`src/rtl/stepper_motion_sequencer.sv`:
```
// Command-level sequencer for one stepper axis: buffers move/home commands,
// runs limit-switch homing, mirrors axis position from step/dir feedback and
// reports done/fault status to the host.
module stepper_motion_sequencer #(
  parameter int FIFO_DEPTH      = 4,
  parameter int DEBOUNCE_CYCLES = 50000,
  parameter int HOME_TIMEOUT    = 500000000,
  parameter int SETTLE_CYCLES   = 1000,
  parameter int MAX_SPEED       = 20
) (
  input  logic        clk,
  input  logic        reset,
  input  logic        cmd_valid,
  output logic        cmd_ready,
  input  logic [32:0] cmd_data,
  input  logic        limit_sw,
  input  logic        step_in,
  input  logic        dir_in,
  output logic [31:0] stp_control,
  output logic        stp_homing_enable,
  output logic        stp_reset,
  output logic [23:0] position,
  output logic        homed,
  output logic        busy,
  output logic        move_done,
  output logic        fault,
  output logic [1:0]  fault_code,
  input  logic        fault_clear
);

  localparam int          AW            = (FIFO_DEPTH > 1) ? $clog2(FIFO_DEPTH) : 1;
  localparam logic [AW:0] L_FULL        = (AW + 1)'(FIFO_DEPTH);
  localparam logic [31:0] L_DEB_LAST    = 32'(DEBOUNCE_CYCLES - 1);
  localparam logic [31:0] L_TO_LAST     = 32'(HOME_TIMEOUT - 1);
  localparam logic [31:0] L_SETTLE_LAST = 32'(SETTLE_CYCLES - 1);
  localparam logic [7:0]  L_MAX_SPEED   = 8'(MAX_SPEED);

  typedef enum logic [2:0] {
    S_IDLE, S_HOME_SEEK, S_HOME_RESET, S_MOVE, S_SETTLE, S_FAULT
  } state_t;

  state_t        r_state, w_state_next;
  logic          r_lim_s1, r_lim_s2, r_lim_f;
  logic [31:0]   r_deb_cnt;
  logic          r_step_q, r_step_prev, r_dir_q;
  logic [23:0]   r_position;
  logic [32:0]   r_fifo_mem [FIFO_DEPTH];
  logic [AW-1:0] r_wr_ptr, r_rd_ptr;
  logic [AW:0]   r_count;
  logic [31:0]   r_timer;
  logic [31:0]   r_ctrl;
  logic          r_homed;
  logic [1:0]    r_fault_code;

  logic [32:0]   w_head;
  logic          w_push, w_pop, w_flush, w_load, w_step_rise;
  logic [1:0]    w_code_next;

  assign w_head      = r_fifo_mem[r_rd_ptr];
  assign cmd_ready   = (r_count != L_FULL) && (r_state != S_FAULT);
  assign w_push      = cmd_valid && cmd_ready;
  assign w_flush     = (w_state_next == S_FAULT) && (r_state != S_FAULT);
  assign w_step_rise = r_step_q && !r_step_prev;
  assign busy        = (r_state != S_IDLE) || (r_count != '0);
  assign stp_control = r_ctrl;
  assign position    = r_position;
  assign homed       = r_homed;
  assign fault_code  = r_fault_code;

  // Limit switch: two-flop synchroniser followed by a stability counter.
  always_ff @(posedge clk or posedge reset) begin
    if (reset) begin
      r_lim_s1  <= 1'b0;
      r_lim_s2  <= 1'b0;
      r_lim_f   <= 1'b0;
      r_deb_cnt <= '0;
    end else begin
      r_lim_s1 <= limit_sw;
      r_lim_s2 <= r_lim_s1;
      if (r_lim_s2 == r_lim_f) begin
        r_deb_cnt <= '0;
      end else if (r_deb_cnt == L_DEB_LAST) begin
        r_lim_f   <= r_lim_s2;
        r_deb_cnt <= '0;
      end else begin
        r_deb_cnt <= r_deb_cnt + 32'd1;
      end
    end
  end

  // Position mirror: count registered step rising edges, direction from dir.
  always_ff @(posedge clk or posedge reset) begin
    if (reset) begin
      r_step_q    <= 1'b0;
      r_step_prev <= 1'b0;
      r_dir_q     <= 1'b0;
      r_position  <= '0;
    end else begin
      r_step_q    <= step_in;
      r_step_prev <= r_step_q;
      r_dir_q     <= dir_in;
      if (r_state == S_HOME_RESET)
        r_position <= '0;
      else if (w_step_rise && !stp_homing_enable)
        r_position <= r_dir_q ? r_position - 24'd1 : r_position + 24'd1;
    end
  end

  // Command FIFO storage; no reset so it can map onto plain memory.
  always_ff @(posedge clk) begin
    if (w_push)
      r_fifo_mem[r_wr_ptr] <= cmd_data;
  end

  // FIFO pointers and occupancy; entering FAULT discards everything queued.
  always_ff @(posedge clk or posedge reset) begin
    if (reset) begin
      r_wr_ptr <= '0;
      r_rd_ptr <= '0;
      r_count  <= '0;
    end else if (w_flush) begin
      r_wr_ptr <= '0;
      r_rd_ptr <= '0;
      r_count  <= '0;
    end else begin
      if (w_push) r_wr_ptr <= r_wr_ptr + 1'b1;
      if (w_pop)  r_rd_ptr <= r_rd_ptr + 1'b1;
      r_count <= r_count + {{AW{1'b0}}, w_push} - {{AW{1'b0}}, w_pop};
    end
  end

  // State register.
  always_ff @(posedge clk or posedge reset) begin
    if (reset) r_state <= S_IDLE;
    else       r_state <= w_state_next;
  end

  // Next-state, dispatch decisions and state-decoded outputs.
  always_comb begin
    w_state_next      = r_state;
    w_code_next       = r_fault_code;
    w_pop             = 1'b0;
    w_load            = 1'b0;
    stp_homing_enable = 1'b0;
    stp_reset         = 1'b0;
    fault             = 1'b0;
    move_done         = 1'b0;
    case (r_state)
      S_IDLE: begin
        if (r_count != '0) begin
          w_pop = 1'b1;
          if (w_head[32]) begin
            w_state_next = S_HOME_SEEK;
          end else if (w_head[31:24] > L_MAX_SPEED) begin
            w_state_next = S_FAULT;
            w_code_next  = 2'd2;
          end else if (!r_homed) begin
            w_state_next = S_FAULT;
            w_code_next  = 2'd1;
          end else begin
            w_load       = 1'b1;
            w_state_next = (w_head[23:0] == r_position) ? S_SETTLE : S_MOVE;
          end
        end
      end
      S_HOME_SEEK: begin
        stp_homing_enable = 1'b1;
        if (r_timer >= L_TO_LAST) begin
          w_state_next = S_FAULT;
          w_code_next  = 2'd3;
        end else if (r_lim_f) begin
          w_state_next = S_HOME_RESET;
        end
      end
      S_HOME_RESET: begin
        stp_reset = 1'b1;
        if (r_timer == 32'd1) begin
          move_done    = 1'b1;
          w_state_next = S_IDLE;
        end
      end
      S_MOVE: begin
        if (r_lim_f && dir_in) begin
          w_state_next = S_FAULT;
          w_code_next  = 2'd3;
        end else if (r_position == r_ctrl[23:0]) begin
          w_state_next = S_SETTLE;
        end
      end
      S_SETTLE: begin
        if (r_timer == L_SETTLE_LAST) begin
          move_done    = 1'b1;
          w_state_next = S_IDLE;
        end
      end
      S_FAULT: begin
        fault = 1'b1;
        if (fault_clear) begin
          w_state_next = S_IDLE;
          w_code_next  = 2'd0;
        end
      end
      default: w_state_next = S_IDLE;
    endcase
  end

  // Per-state cycle counter, restarted on every state change.
  always_ff @(posedge clk or posedge reset) begin
    if (reset)                        r_timer <= '0;
    else if (w_state_next != r_state) r_timer <= '0;
    else                              r_timer <= r_timer + 32'd1;
  end

  // Stepper control word; in FAULT the goal follows position to hold the axis.
  always_ff @(posedge clk or posedge reset) begin
    if (reset)                      r_ctrl <= '0;
    else if (r_state == S_HOME_RESET) r_ctrl <= '0;
    else if (r_state == S_FAULT)    r_ctrl[23:0] <= r_position;
    else if (w_load)                r_ctrl <= w_head[31:0];
  end

  // Homed flag and latched fault code.
  always_ff @(posedge clk or posedge reset) begin
    if (reset) begin
      r_homed      <= 1'b0;
      r_fault_code <= 2'd0;
    end else begin
      r_fault_code <= w_code_next;
      if (r_state == S_FAULT)
        r_homed <= 1'b0;
      else if (r_state == S_HOME_RESET && r_timer == 32'd1)
        r_homed <= 1'b1;
    end
  end

endmodule
```
`config.mk`:
```
export PLATFORM = sky130hd
export DESIGN_NAME = stepper_motion_sequencer
export DESIGN_NICKNAME = d
export VERILOG_FILES = /design/src/rtl/stepper_motion_sequencer.sv
export SDC_FILE = /design/constraint.sdc
export NUM_CORES = 1
export LEC_CHECK = 0
export BUFFER_PORTS_ARGS = -buffer_cell sky130_fd_sc_hd__buf_4
export CORE_ASPECT_RATIO = 0.8
export CORE_UTILIZATION = 50
export DETAILED_ROUTE_END_ITERATION = 12
export PLACE_DENSITY_LB_ADDON = 0.05
export SYNTH_ARGS = -nofsm -noshare
export SYNTH_HDL_FRONTEND = slang
export SYNTH_SLANG_ARGS = --single-unit
```
`constraint.sdc`:
```
create_clock -name clk -period 8 [get_ports clk]
set_clock_uncertainty 0.2 [all_clocks]
set_input_delay 0 -clock clk [delete_from_list [all_inputs] [get_ports clk]]
set_output_delay 0 -clock clk [all_outputs]
set_load 0.01 [all_outputs]
```
==> results_dict.tcl, run 1 <==
set metrics [dict create \
    yosys_warnings 0 \
    async_flop_share_pct 51.3 \
    synth-main-ff-cell "dfrtp_1" \
    cap_violations 0 \
    io_buffer_count 104 \
    synth_fp_nets 1198 \
    clk_latency_ps 570 \
    die_x_um 184 \
    critical_path_buf_inv_count 2 \
    crit_chain "buf_4, mux4_2, xnor2_1, nand2_1, or4_1, or4_1, a32o_1, a211o_2, buf_4, nor2_1" \
    synth_mux_area_share_pct 5.51 \
    relSlewSlack_pct 32.9 \
    drtPass1Iterations 5 \
    hold_viol 0 \
    globalRouteTotalUtil_pct 23.9 \
    utilization_pct 62.8 \
    vias 9265 \
    slew_viol_final 0 \
    finalWirelength_um 31200 \
    ys_seq_area_share_pct 56.4 \
    cp_data_arrival_time_ps 4480 \
    antenna_left 0 \
    placed_area_mm2 0.0143 \
    timing.rr.start "r_rd_ptr[0]" \
    cp_slowest_stage_delay_ps 620 \
    place_congestion 0.861 \
    dp_worst_setup_slack_ps 3770 \
    wl_per_cell_um 18.5 \
    clk_pin_slew_worst_paths_ps 60 \
    ys_ff_latch 271 \
    antenna_cells 0 \
    fin_crit_sh_pct 52.3 \
    grt_setup_unrepaired "no" \
    hp-class "in2reg" \
    grt_max_degree 77 \
    dp_cells 1554 \
    reg2reg_to "r_timer[23]" \
    grt_overflow 0 \
    holdWs_ps 10.7 \
    dp_hpwl_um 20800 \
    power.total_mw 5.50 \
    synth_cell_types 66 \
    seq_area_mm2 0.00744 \
    grt_pass1_wl_um 49900 \
    tns_ps 0 \
    vdd_drop_max_v 0.000203 \
    path_max_fanout 34 \
    drive_gt1_share_pct 17.4 \
    first_iter_violations 758 \
    syn_area_mm2 0.0132 \
    start_kind "register" \
    final_nets 1382 \
    cp_slowest_cell "mux4_2" \
    via_per_inst 5.51 \
    min_path_cells 2 \
    layout_min_cycle_time_ps 4180 \
    die_h_um 147 \
    synth_top_family_by_area "simple AND/OR/NAND/NOR gates" \
    syn_inst 1125 \
    max_clock_freq_mhz 239 \
    worstPathRequired_ps 8300 \
    rr_worst_depth 10 \
    drc 0 \
    fp.dieArea_mm2 0.0270 \
    post-cts-setup-buffers 0 \
    leakagePower_nw 6.30 \
    cts_inserted_buffers 29 \
    synth-compound-area-share_pct 7.36 \
    stdcell_count 1681 \
    hold_start "cmd_data[32]" \
    synthXorXnorAreaFrac_pct 8.43 \
    yosys.area_share.adder_pct 3.24 \
    ios 105 \
    cp-end-kind "register" \
    power.density_mw_per_mm2 343 \
    area_delta_synth_final_pct 21.8 \
    n_fill_cell 2044 \
    core_mm2 0.0256 \
    synth_edf_count 132 \
    clock_tree.root_cell "clkbuf_16" \
    cts_tree "yes" \
    path_delay_family "simple AND/OR/NAND/NOR gates" \
    std_cell_rows 52 \
    cts_sinks 271 \
    start_util_pct 51.6 \
    ctsLongestPathBuffers 3 \
    tightest_slew_ps 1010 \
    r2r_slack_ps 3820 \
    hold_end "r_fifo_mem[0][32]" \
    h-tree-depth 1 \
    setup_slack_ps 3820 \
    cts_hold_buffers 75 \
    antenna_found_initial 0 \
    avgSynthCellArea_um2 11.7 \
    yosys.area_share.simple_pct 16.7 \
    grt_pass1_vias 8825 \
    crit_type "reg2reg" \
    multi_input_area_mm2 0.00545 \
    outcome "finished clean" \
    finalSetupViolations 0 \
    ctsResizeCount 0 \
    final_area_mm2 0.0161 \
]
-- power by group --
group	internal [mW]	leakage, nW	switching (mW)
registers	1.76	3.00	0.337
logic	0.922	2.81	1.09
clock network	0.837	0.486	0.566
-- placed cells by master (no fill, tap or decap), types with 5 or more instances in the layout --
| cell | netlist | final |
|---|---|---|
| or3_1 | 10 | 10 |
| nand4_1 | 24 | 24 |
| xor2_1 | 44 | 44 |
| clkbuf_16 | 0 | 29 |
| clkinv_2 | 0 | 6 |
| nand2b_1 | 6 | 6 |
| nor2_1 | 104 | 103 |
| a31oi_1 | 29 | 29 |
| nor2b_1 | 7 | 7 |
| nor3_1 | 16 | 16 |
| nand3_1 | 50 | 50 |
| mux4_2 | 27 | 27 |
| a211oi_1 | 8 | 8 |
| nand2_1 | 126 | 126 |
| dfrtp_1 | 139 | 138 |
| nor2_2 | 4 | 5 |
| ha_1 | 31 | 31 |
| nor2_4 | 20 | 20 |
| bufinv_16 | 0 | 5 |
| inv_1 | 20 | 19 |
| xnor2_1 | 83 | 83 |
| inv_2 | 5 | 5 |
| o21ai_1 | 11 | 11 |
| nor4_1 | 17 | 17 |
| and3_1 | 19 | 19 |
| dlygate4sd3_1 | 0 | 75 |
| o21ai_0 | 14 | 14 |
| edfxtp_1 | 132 | 132 |
| or4_1 | 6 | 6 |
| a21oi_1 | 54 | 54 |
| buf_4 | 0 | 119 |
-- worst max path at each step --
stage,startpoint,end,slack (ps),depth (start not counted)
after floorplan,reset,fault_code[0],4080,1
after global placement,r_rd_ptr[0],r_timer[31],3830,10
after detailed placement,r_rd_ptr[0],r_timer[23],3770,10
after CTS,r_rd_ptr[0],r_timer[27],3750,10
after global routing,r_rd_ptr[0],r_timer[1],3600,10
final,r_rd_ptr[0],r_timer[23],3820,10
-- per-layer routing --
layer	vias to the layer above	part of all wire [%]	GRT usage [%]
li1	4460	-	-
met1	4528	50	38.3
met2	236	42	33.9
met3	41	5.9	3.82
met4	0	1.6	4.83
met5	-	0	0
-- cell usage after synthesis, types with 3 or more instances --
library cell	count	area share [%]
or3_1	10	0.47
inv_1	20	0.57
a311oi_1	4	0.27
nor2_2	4	0.19
xor2_1	44	2.9
o21ai_1	11	0.42
edfxtp_1	132	30
a211oi_1	8	0.46
a31oi_1	29	1.4
buf_2	5	0.19
and4_1	3	0.20
ha_1	31	2.9
o21bai_1	3	0.17
nand2_1	126	3.6
nand4b_1	4	0.27
a211o_1	4	0.27
nand2b_1	6	0.28
nor3_1	16	0.61
and2_1	4	0.19
nor2_1	104	3.0
or2_1	4	0.19
mux2_1	4	0.34
o21ai_0	14	0.53
nand4_1	24	1.1
mux2i_1	4	0.30
o211ai_1	4	0.23
nor2_4	20	1.7
clkbuf_1	27	0.77
buf_6	5	0.43
a21o_1	4	0.23
xnor2_1	83	5.5
inv_2	5	0.14
nand3_1	50	1.9
nor2b_1	7	0.33
mux2_2	3	0.26
a21oi_1	54	2.0
nor4_1	17	0.81
dfrtp_1	139	26
buf_1	3	0.085
mux4_2	27	4.6
and3_1	19	0.90
or4_1	6	0.34
-- logic make-up after synthesis --
| group | after synthesis |
|---|---|
| and+or+nand+nor | 434 |
| DFF | 271 |
| AOI/OAI and AO/OA | 156 |
| xor gates and xnor gates | 127 |
| buffers and inverters | 66 |
| muxes | 38 |
| adders and majority gates | 33 |
-- area by class of cell --
class / count / share of cell area, %
repair buffers: 194 / 10.2
clock inverters: 18 / 1.47
clock buffers: 34 / 4.70
inverters: 25 / 0.615
multi-input cells: 788 / 33.9
well taps: 351 / 2.73
flip-flops and latches: 271 / 46.3
-- state kept, by name, indices dropped and copies added (netlist names), 2 cells and up --
signal and flops:
r_count 3, r_rd_ptr 2, r_state 3, r_timer 32, position 24, r_deb_cnt 32, stp_control 32, fault_code 2
r_fifo_mem 132, r_wr_ptr 2
-- worst reg2reg max path, delay by kind of cell (launching register included) --
family / cells / cell delay [ps]
mux: 1 / 660
simple gates: 4 / 1400
flops: 1 / 340
compound gates: 2 / 550
buf+inv: 2 / 830
xor+xnor: 1 / 160
No activity file was read; power rests on OpenSTA's default activity.
==> run 2, diff against run 1 <==
==> constraint.sdc (replaced) <==
create_clock -name clk -period 4.09 [get_ports clk]
set_clock_uncertainty 0.2 [all_clocks]
set_input_delay 0 -clock clk [delete_from_list [all_inputs] [get_ports clk]]
set_output_delay 0 -clock clk [all_outputs]
set_load 0.01 [all_outputs]
==> results_dict.tcl, run 2 (synthesis results as in run 1) <==
set metrics [dict create \
    outcome "finished with violations" \
    violations "hold timing" \
    clk_pin_slew_worst_paths_ps 70 \
    fin_crit_sh_pct 93.3 \
    grt_setup_unrepaired "no" \
    largest_register_ffs 132 \
    antenna_found_initial 0 \
    cp_slowest_stage_delay_ps 630 \
    crit_chain "buf_4, mux4_2, o21a_1, o21ai_1, nand4b_1, or4_1, a2111o_1, and3_1, a21oi_2" \
    rr_worst_depth 9 \
    endpoint "r_wr_ptr[1]" \
    worstPathRequired_ps 4380 \
    drc 0 \
    dp_hpwl_um 21900 \
    cts_tree "yes" \
    h-tree-depth 1 \
    start_util_pct 51.6 \
    relSlewSlack_pct 45.4 \
    clk_latency_ps 560 \
    hold_viol 42 \
    io_buffer_count 104 \
    timing.rr.start "r_rd_ptr[0]" \
    start_kind "register" \
    n_fill_cell 2030 \
    grt_max_degree 89 \
    final_nets 1400 \
    vias 9345 \
    critical_path_buf_inv_count 1 \
    cap_violations 0 \
    finalSetupViolations 0 \
    final_common_cell "dfrtp_1" \
    dp_cells 1573 \
    grt_pass1_vias 8898 \
    max_clock_freq_mhz 262 \
    grt_pass1_wl_um 50400 \
    path_max_fanout 17 \
    grt_overflow 0 \
    dr_wl_met3_um 1830 \
    layout_min_cycle_time_ps 3810 \
    top_layer_used "met4" \
    crit_cells 9 \
    antenna_cells 0 \
    power.density_mw_per_mm2 672 \
    clock_tree.root_cell "clkbuf_16" \
    tns_ps 0 \
    area_delta_synth_final_pct 23.2 \
    die_h_um 147 \
    holdWs_ps -38.4 \
    die_x_um 184 \
    vdd_drop_max_v 0.000479 \
    dp_worst_setup_slack_ps 148 \
    ios 105 \
    cp-end-kind "register" \
    tightest_slew_ps 819 \
    r2r_slack_ps 280 \
    reg2reg_to "r_wr_ptr[1]" \
    std_cell_rows 52 \
    slew_viol_final 0 \
    leakagePower_nw 6.39 \
    ctsLongestPathBuffers 3 \
    cp_slowest_cell "dfrtp_4" \
    core_mm2 0.0256 \
    setup_slack_ps 275 \
    largest-register "r_fifo_mem" \
    wl_per_cell_um 18.7 \
    via_per_inst 5.50 \
    dr_wl_met2_um 13500 \
    layout_common_cells "dfrtp_1, buf_4, edfxtp_1, nand2_1, nor2_1" \
    cp_data_arrival_time_ps 4110 \
    post-cts-setup-buffers 0 \
    power.total_mw 10.9 \
    finalWirelength_um 31900 \
    stdcell_count 1700 \
    fp.dieArea_mm2 0.0270 \
    cts_sinks 271 \
    antenna_left 0 \
    globalRouteTotalUtil_pct 24.1 \
    drive_gt1_share_pct 18.8 \
    first_iter_violations 668 \
    cp-startpoint "r_rd_ptr[0]" \
    place_congestion 0.875 \
    crit_type "reg2reg" \
    wl_met1_um 16000 \
    drtPass1Iterations 5 \
    path_delay_family "compound AO/OA/AOI/OAI gates" \
    cts_inserted_buffers 28 \
    hp-class "in2async" \
]
[run 2: worst min-delay path by stage]
stage,startpoint,to,cells after the start
final,reset,r_lim_f,3
after global routing,reset,r_lim_s2,3
after CTS,reset,r_lim_s2,3
after detailed placement,step_in,r_step_q,1
after global placement,limit_sw,r_lim_s1,1
after floorplan,dir_in,r_dir_q,0
[run 2: metal layers]
metal	track usage, %	vias up
li1	-	4487
met1	38.8	4565
met2	34.1	256
met3	3.97	37
met4	4.38	0
met5	0	-
[run 2: final cells by class]
| class | instances | area [µm²] | area share [%] |
|---|---|---|---|
| sequential | 271 | 7450 | 45.8 |
| multi-input combinational | 788 | 5450 | 33.5 |
| timing repair buffer | 213 | 1840 | 11.3 |
| clock buffer | 36 | 781 | 4.80 |
| tap | 351 | 439 | 2.70 |
| clock inverter | 16 | 204 | 1.25 |
| inverter | 25 | 98.8 | 0.608 |
[run 2: where the power goes]
group	internal [mW]	total, mW	switching [mW]
logic	1.97	4.21	2.24
registers	3.44	4.07	0.629
clock network	1.55	2.66	1.10
total	6.96	10.9	3.97
[run 2: worst register-to-register path, delay by kind of cell, from the launching register on]
family,cells,cell delay [ps]
DFF,1,630
muxes,1,550
buffers and inverters,1,330
and+or+nand+nor,3,990
AOI/OAI and AO/OA,4,1070
[run 2: stage by stage]
stage               util (%)  instance area (µm²)
floorplan                  -                13200
global placement        56.8                14500
detailed placement      56.8                14500
CTS                     63.6                16300
global route            63.6                16300
finish                  63.6                16300
[run 2: what timing repair did]
item                       in CTS  in global routing
resized for setup               0                  1
setup endpoints to repair       0                  9
hold buffers                   75                  0
hold endpoints to repair      228                  0
==> run 3, diff against run 2 <==
==> constraint.sdc (replaced) <==
create_clock -name clk -period 4.09 [get_ports clk]
set_clock_uncertainty 0.2 [all_clocks]
set_input_delay 0.409 -clock clk [delete_from_list [all_inputs] [get_ports clk]]
set_output_delay 0.409 -clock clk [all_outputs]
set_load 0.01 [all_outputs]
==> results_dict.tcl, run 3 (synthesis results as in run 1) <==
set metrics [dict create \
    crit_type "reg2reg" \
    leakagePower_nw 6.17 \
    final_common_cell "dfrtp_1" \
    start_kind "register" \
    h-tree-depth 1 \
    cp_data_arrival_time_ps 4130 \
    fin_crit_sh_pct 94.4 \
    antenna_cells 0 \
    use_met1_pct 38.7 \
    stdcell_count 1654 \
    core_mm2 0.0256 \
    cts_sinks 271 \
    cts_inserted_buffers 28 \
    wl_per_cell_um 19.3 \
    worstPathRequired_ps 4360 \
    grt_busiest_layer "met1" \
    grt_overflow 0 \
    relSlewSlack_pct 33.9 \
    first_iter_violations 720 \
    tightest_slew_ps 988 \
    grt_max_degree 92 \
    antenna_found_initial 0 \
    place_congestion 0.900 \
    outcome "finished clean" \
    tns_ps 0 \
    drtPass1Iterations 5 \
    layout_min_cycle_time_ps 3860 \
    path_max_fanout 17 \
    die_h_um 147 \
    path_delay_family "simple AND/OR/NAND/NOR gates" \
    grt_pass1_wl_um 50500 \
    area_delta_synth_final_pct 19.7 \
    drive_gt1_share_pct 19.2 \
    hold_viol 0 \
    dp_cells 1567 \
    die_x_um 184 \
    max_clock_freq_mhz 259 \
    final_nets 1356 \
    vias 9235 \
    ctsLongestPathBuffers 3 \
    cap_violations 0 \
    critical_path_buf_inv_count 0 \
    antenna_left 0 \
    finalSetupViolations 0 \
    hp-class "in2reg" \
    grt_pass1_vias 8837 \
    power.density_mw_per_mm2 683 \
    fp.dieArea_mm2 0.0270 \
    cp_slowest_cell "dfrtp_4" \
    io_buffer_count 104 \
    ios 105 \
    met3_usage_pct 3.74 \
    globalRouteTotalUtil_pct 24.3 \
    std_cell_rows 52 \
    grt.met2_usage_pct 34.9 \
    post-cts-setup-buffers 0 \
    dp_hpwl_um 22000 \
    slew_viol_final 0 \
    finalWirelength_um 32000 \
    largest_register_ffs 132 \
    grt_setup_unrepaired "no" \
    largest-register "r_fifo_mem" \
    drc 0 \
    cts_tree "yes" \
    clock_tree.root_cell "clkbuf_16" \
    start_util_pct 51.6 \
    cp_slowest_stage_delay_ps 640 \
    clk_latency_ps 570 \
    crit_chain "mux4_2, xnor2_1, nand2_1, or4_1, or4_1, a2111o_1, and3_1, a21oi_2" \
    vdd_drop_max_v 0.000401 \
    cp_common_cell "or4_1" \
    via_per_inst 5.58 \
    layout_common_cells "dfrtp_1, edfxtp_1, buf_4, nand2_1, nor2_1" \
    cp-end-kind "register" \
    clk_pin_slew_worst_paths_ps 60 \
]
run 3: path summary, 6_finish.rpt:
check                      cells past startpoint        start          end  slack, ps
max                                            8  r_rd_ptr[0]  r_wr_ptr[1]        230
min                                            4    cmd_valid  r_wr_ptr[0]        100
max reg2reg                                    8  r_rd_ptr[0]  r_wr_ptr[1]        230
min reg2reg                                    0     r_lim_s1     r_lim_s2        150
max in group asynchronous                      4        reset  r_rd_ptr[0]       2630
min in group asynchronous                      3        reset  r_timer[11]        240
run 3: layout make-up:
cell class                 count  area, µm²
fill                        2057       9780
sequential                   271       7450
multi-input combinational    788       5450
timing repair buffer         169       1400
clock buffer                  30        728
tap                          351        439
clock inverter                20        231
inverter                      25       97.6
run 3: routing by layer:
layer  vias to the layer above  wire length [µm]
li1                       4404                 -
met1                      4524             15900
met2                       260             13500
met3                        47              1980
met4                         0               565
met5                         -                 0
run 3: where the power goes:
part | leakage (nW) | switching, mW | internal [mW]
sequential | 3.00 | 0.664 | 3.44
combinational | 2.73 | 2.20 | 1.88
clock | 0.446 | 1.11 | 1.49
total | 6.17 | 3.98 | 6.81
run 3: what timing repair did:
action | in CTS | in global routing
hold buffers | 37 | 0
endpoints found under the hold margin | 152 | 0
gates resized for setup | 0 | 1
setup endpoints to repair | 0 | 39
run 3: metrics by stage:
stage / power, mW / hold slack [ps] / area (µm²) / util [%] / setup slack [ps]
floorplan: 6.82 / 131 / 13200 / - / 676
global placement: 8.11 / 136 / 14500 / 56.5 / 156
detailed placement: 8.18 / 145 / 14500 / 56.5 / 124
CTS: 10.9 / 79.8 / 15800 / 61.7 / 71.8
global route: 11.4 / 111 / 15800 / 61.8 / 73.1
finish: 10.8 / 97.1 / 15800 / 61.8 / 228
run 3: worst min-delay path, cell delays in order:
cell	delay (ps)
buf_4	100
and2_1	160
xnor2_1	90
nor2_2	70
